<file path="src/rtl/serial_parity_rx_if.sv">
// Serial-line and parallel-result bundle for serial_parity_rx.
// The slave modport is the receiver side; the master modport is the line driver / consumer side.
interface serial_parity_rx_if #(
    parameter int DATA_W = 8
);
    logic              bit_in;
    logic              bit_vld;
    logic [DATA_W-1:0] rx_data;
    logic              rx_done;
    logic              par_err;
    logic              frm_err;
    logic              busy;

    modport master (
        output bit_in,
        output bit_vld,
        input  rx_data,
        input  rx_done,
        input  par_err,
        input  frm_err,
        input  busy
    );

    modport slave (
        input  bit_in,
        input  bit_vld,
        output rx_data,
        output rx_done,
        output par_err,
        output frm_err,
        output busy
    );
endinterface

</file>
<file path="src/rtl/serial_parity_rx.sv">
// Serial frame receiver: start / DATA_W data bits (LSB first) / parity / stop, with parity and framing checks.
// Define PARITY_ODD_EN to expect odd parity; the default build expects even parity.
module serial_parity_rx #(
    parameter int DATA_W = 8
) (
    input  logic                clk,
    input  logic                rst,
    serial_parity_rx_if.slave   bus
);
    localparam int CNT_W = $clog2(DATA_W + 1);

`ifdef PARITY_ODD_EN
    localparam logic PAR_SENSE = 1'b1;
`else
    localparam logic PAR_SENSE = 1'b0;
`endif

    typedef enum logic [1:0] {
        IDLE,
        DATA,
        PARITY,
        STOP
    } state_t;

    state_t            state;
    logic [CNT_W-1:0]  cnt;
    logic [DATA_W-1:0] shift;
    logic              acc;
    logic              par_bad;
    logic [DATA_W-1:0] rx_data_q;
    logic              rx_done_q;
    logic              par_err_q;
    logic              frm_err_q;
    logic              busy_q;

    // Widening by one bit keeps the right shift legal even when DATA_W is 1.
    logic [DATA_W:0]   shift_ext;
    assign shift_ext = {bus.bit_in, shift};

    always_ff @(posedge clk or posedge rst) begin
        if (rst) begin
            state     <= IDLE;
            cnt       <= '0;
            shift     <= '0;
            acc       <= 1'b0;
            par_bad   <= 1'b0;
            rx_data_q <= '0;
            rx_done_q <= 1'b0;
            par_err_q <= 1'b0;
            frm_err_q <= 1'b0;
            busy_q    <= 1'b0;
        end else begin
            rx_done_q <= 1'b0;
            if (bus.bit_vld) begin
                case (state)
                    IDLE: begin
                        if (!bus.bit_in) begin
                            shift  <= '0;
                            acc    <= 1'b0;
                            cnt    <= '0;
                            busy_q <= 1'b1;
                            state  <= DATA;
                        end
                    end
                    DATA: begin
                        shift <= shift_ext[DATA_W:1];
                        acc   <= acc ^ bus.bit_in;
                        cnt   <= cnt + 1'b1;
                        if (cnt == CNT_W'(DATA_W - 1)) begin
                            state <= PARITY;
                        end
                    end
                    PARITY: begin
                        par_bad <= acc ^ bus.bit_in ^ PAR_SENSE;
                        state   <= STOP;
                    end
                    STOP: begin
                        // A zero stop bit only flags an error; it never doubles as a start bit.
                        rx_data_q <= shift;
                        par_err_q <= par_bad;
                        frm_err_q <= ~bus.bit_in;
                        rx_done_q <= 1'b1;
                        busy_q    <= 1'b0;
                        state     <= IDLE;
                    end
                    default: begin
                        busy_q <= 1'b0;
                        state  <= IDLE;
                    end
                endcase
            end
        end
    end

    assign bus.rx_data = rx_data_q;
    assign bus.rx_done = rx_done_q;
    assign bus.par_err = par_err_q;
    assign bus.frm_err = frm_err_q;
    assign bus.busy    = busy_q;

endmodule
</file>
<file path="src/flat_wrapper.sv">
// flat-port wrapper written by rule: the top's interface ports become plain ports
module serial_parity_rx_flat 
#(
    parameter int DATA_W = 8
)
  (clk, rst, bus_bit_in, bus_bit_vld, bus_rx_data, bus_rx_done, bus_par_err, bus_frm_err, bus_busy);
  serial_parity_rx_if #(.DATA_W(DATA_W)) bus_i ();
  input  logic clk;
  input  logic rst;
  input wire logic [$bits(bus_i.bit_in)-1:0] bus_bit_in;
  input wire logic [$bits(bus_i.bit_vld)-1:0] bus_bit_vld;
  output wire logic [$bits(bus_i.rx_data)-1:0] bus_rx_data;
  output wire logic [$bits(bus_i.rx_done)-1:0] bus_rx_done;
  output wire logic [$bits(bus_i.par_err)-1:0] bus_par_err;
  output wire logic [$bits(bus_i.frm_err)-1:0] bus_frm_err;
  output wire logic [$bits(bus_i.busy)-1:0] bus_busy;
  assign bus_i.bit_in = bus_bit_in;
  assign bus_i.bit_vld = bus_bit_vld;
  assign bus_rx_data = bus_i.rx_data;
  assign bus_rx_done = bus_i.rx_done;
  assign bus_par_err = bus_i.par_err;
  assign bus_frm_err = bus_i.frm_err;
  assign bus_busy = bus_i.busy;
  serial_parity_rx #(.DATA_W(DATA_W)) u_core (.clk(clk), .rst(rst), .bus(bus_i));
endmodule
</file>
<file path="config.mk">
export PLATFORM = sky130hd
export DESIGN_NAME = serial_parity_rx_flat
export DESIGN_NICKNAME = d
export VERILOG_FILES = /design/src/rtl/serial_parity_rx_if.sv /design/src/rtl/serial_parity_rx.sv /design/src/flat_wrapper.sv
export SDC_FILE = /design/constraint.sdc
export NUM_CORES = 1
export LEC_CHECK = 0
export ABC_CLOCK_PERIOD_IN_PS = 3810
export BUFFER_PORTS_ARGS = -buffer_cell sky130_fd_sc_hd__buf_2
export CAP_MARGIN = 30
export CELL_PAD_IN_SITES_DETAIL_PLACEMENT = 0
export CELL_PAD_IN_SITES_GLOBAL_PLACEMENT = 1
export CORE_ASPECT_RATIO = 1.1
export CORE_MARGIN = 2
export CORE_UTILIZATION = 49
export DETAILED_ROUTE_END_ITERATION = 10
export PLACE_DENSITY = 0.87
export SYNTH_ARGS = -nofsm -noshare
export SYNTH_HDL_FRONTEND = slang
export SYNTH_SLANG_ARGS = --single-unit
export TNS_END_PERCENT = 20
</file>
<file path="constraint.sdc">
create_clock -name clk -period 3.81 [get_ports clk]
set_input_delay 0.5715 -clock clk [delete_from_list [all_inputs] [get_ports clk]]
set_output_delay 0.5715 -clock clk [all_outputs]
set_load 0.1 [all_outputs]
</file>
==> reports/summary.txt <==
Area delta synth->final -> 12.0%
Avg Inst Size Synth -> 13.0 sq um
Worst path required time -> 4.09 ns
Initial Util -> 51.9%
DRT Wirelength -> 2150 microns
Die Area -> 3070 sq um
GR Overflow Total -> 0
Vias in the first global route -> 842
Final hold viol count -> 0
Final Wtd Congestion -> 0.722
Reg clk slew, reported paths -> 0.15 ns
Hold Crit Class -> input port to async pin
RSZ-0062 raised after global routing -> false
Vias per cell -> 5.38
Setup ws final -> 2.03 ns
Synthesized area -> 1300 sq um
GR peak layer -> met2
CTS Root Buffer Type -> clkbuf_4
CTS Buf Count -> 3
Post-CTS resize count -> 0
IO Count -> 16
Crit Path Max Fanout -> 10
Synth area leaders -> dfrtp_1, mux2_2, a22o_1
Post-synthesis mux area share -> 12.2%
Cell Rows -> 19
Yosys reg bits -> 28
Clk sink count -> 28
FF+latch area -> 701 sq um
CP Launch Type -> flop
Core ar. -> 2500 sq um
Post CTS Setup Buffer Count -> 0
First-pass GRT wire length -> 3970 microns
Synth Area in XOR/XNOR -> 0.676%
Fill count -> 222
Met3 usage -> 2.32%
Outcome -> completed
Share of cells above drive strength 1 -> 30.4%
Gr usage total -> 17.7%
FMAX -> 0.562 GHz
Post-synth top area share -> 54.1%
Syn. warnings -> 0
Multi-input gate area -> 538 sq um
Max Cap Viol -> 0
Max_slew headroom -> 67.6%
Worst Skew -> 0.00670 ns
Die H -> 57.9 microns
Main combinational cell family by area after synthesis -> compound AO/OA/AOI/OAI gates
Largest net degree at the start of global routing -> 20
Final setup violation count -> 0
CP Class -> flop to flop
Arrival @ worst endpoint -> 2.06 ns
Critical Path End Type -> flop
Cell taking the most area after synthesis -> dfrtp_1
Buffers added on ports -> 15
Post-DP HPWL -> 1560 microns
Non-Filler Instances -> 146
Vias -> 786
Synth unique cells -> 27
Simple-gate share of the synthesized area -> 7.72%
Antenna violations before repair -> 0
Met1 Use GR -> 24.6%
Synth Instances -> 100
WL/cell -> 14.7 microns
Nets -> 126
Worst Hold Margin -> 0.214 ns
Final min period -> 1.78 ns
Final period util -> 46.7%
Die width -> 53.0 microns
Antenna fix cells -> 0
Pre-CTS setup slack -> 2.06 ns
Worst-case clock buffer depth -> 2
Fin Setup TNS -> 0 ns
Compound-cell area share of the yosys netlist -> 15.2%
Least-Margin Pin Slew -> 0.489 ns
DRT iter0 DRCs -> 11
Seq/Total Area, Yosys -> 54.1%
Max-slew violation count -> 0
Syn Nets -> 110
Drt first pass iters -> 4
Residual DRC -> 0
Adder-Cell Fraction of Synth Area -> 5.79%
Placed Cells -> 142
H-Tree Depth -> 1
Antenna-violating nets left -> 0
Clk_lat worst skew -> 0.33 ns
M2 GR Usage -> 27.3%
CTS Hold Bufs -> 0
CTS tree -> built
cell type report:
cell class,instances,area share [%]
Tap cell,31,2.67
Timing Repair Buffer,16,7.07
Multi-Input combinational cell,62,37.1
Clock inverter,1,2.07
Inverter,5,1.29
Sequential cell,28,48.3
Clock buffer,3,1.55
worst paths after layout:
| check | startpoint | end | slack, ns | depth (start not counted) |
|---|---|---|---|---|
| max | u_core.state[1] | u_core.cnt[0] | 2.03 | 5 |
| min | rst | u_core.bus.rx_data[6] | 0.21 | 2 |
| max reg2reg | u_core.state[1] | u_core.cnt[0] | 2.03 | 5 |
| min reg2reg | u_core.bus.frm_err | u_core.bus.frm_err | 0.52 | 2 |
| max in group asynchronous | rst | u_core.cnt[2] | 3.15 | 3 |
| min in group clk | u_core.bus.frm_err | u_core.bus.frm_err | 0.52 | 2 |
Yosys cell counts (all sizes together):
master   n
dfrtp   28
mux2    11
a22o    10
a21oi    6
ha       6
buf      5
inv      5
nand2    5
nand3b   4
mux2i    3
o21ai    3
nand2b   2
nor2     2
o21bai   2
a21bo    1
a21o     1
a31oi    1
nand3    1
nor3b    1
or4      1
or4bb    1
xnor2    1
state kept, by name, indices dropped and copies added (netlist names), 2 cells and up:
register,flops
u_core.bus.rx_data,8
u_core.cnt,4
u_core.shift,8
u_core.state,2
critical path, cell delays in order, from the launching register on:
cell and delay [ns]:
dfrtp_1 0.44, inv_1 0.11, ha_1 0.41, nand2_1 0.16
a21oi_2 0.38, mux2_4 0.23
cells in the final DEF, fill, tap and decap left out:
| cell | synthesis | layout |
|---|---|---|
| mux2_4 | 1 | 1 |
| buf_16 | 0 | 1 |
| bufinv_16 | 0 | 1 |
| nand2b_1 | 2 | 2 |
| o21bai_4 | 1 | 1 |
| buf_2 | 1 | 15 |
| a21o_1 | 1 | 1 |
| nand3b_1 | 4 | 4 |
| or4bb_1 | 1 | 1 |
| or4_1 | 1 | 1 |
| o21bai_1 | 1 | 1 |
| nor3b_1 | 1 | 1 |
| nand2_1 | 5 | 5 |
| mux2i_1 | 3 | 3 |
| nand3_1 | 1 | 1 |
| nor2_1 | 2 | 2 |
| ha_1 | 6 | 6 |
| o21ai_0 | 3 | 3 |
| a21oi_2 | 2 | 2 |
| dfrtp_1 | 28 | 28 |
| a21oi_1 | 4 | 4 |
| mux2_2 | 10 | 10 |
| inv_1 | 5 | 5 |
| a22o_1 | 10 | 10 |
| xnor2_1 | 1 | 1 |
| clkbuf_4 | 0 | 3 |
| a21bo_4 | 1 | 1 |
| a31oi_1 | 1 | 1 |
per-stage QoR:
step	cell area, sq um	utilization, %
floorplan	1300	-
global placement	1370	54.9
detailed placement	1400	56.0
CTS	1450	58.1
global route	1450	58.1
finish	1450	58.1
routing by layer:
metal | up-vias | wire length (microns) | share of wire [%]
met4 | 0 | 39 | 1.8
met3 | 4 | 53 | 2.5
met1 | 382 | 1020 | 47
met2 | 13 | 1040 | 48
met5 | - | 0 | 0
li1 | 387 | - | -
kinds of logic (layout without fill, tap and decap cells):
kind of cell / count (synthesis) / in the layout
fa+ha+maj: 6 / 6
xor+xnor: 1 / 1
mux: 14 / 14
flops: 28 / 28
simple gates: 17 / 17
compound gates: 24 / 24
buf+inv: 10 / 25
Power is left out: the tool's default activity adds up to more than one toggle a clock period on the data nets, which glitch-free logic cannot reach.
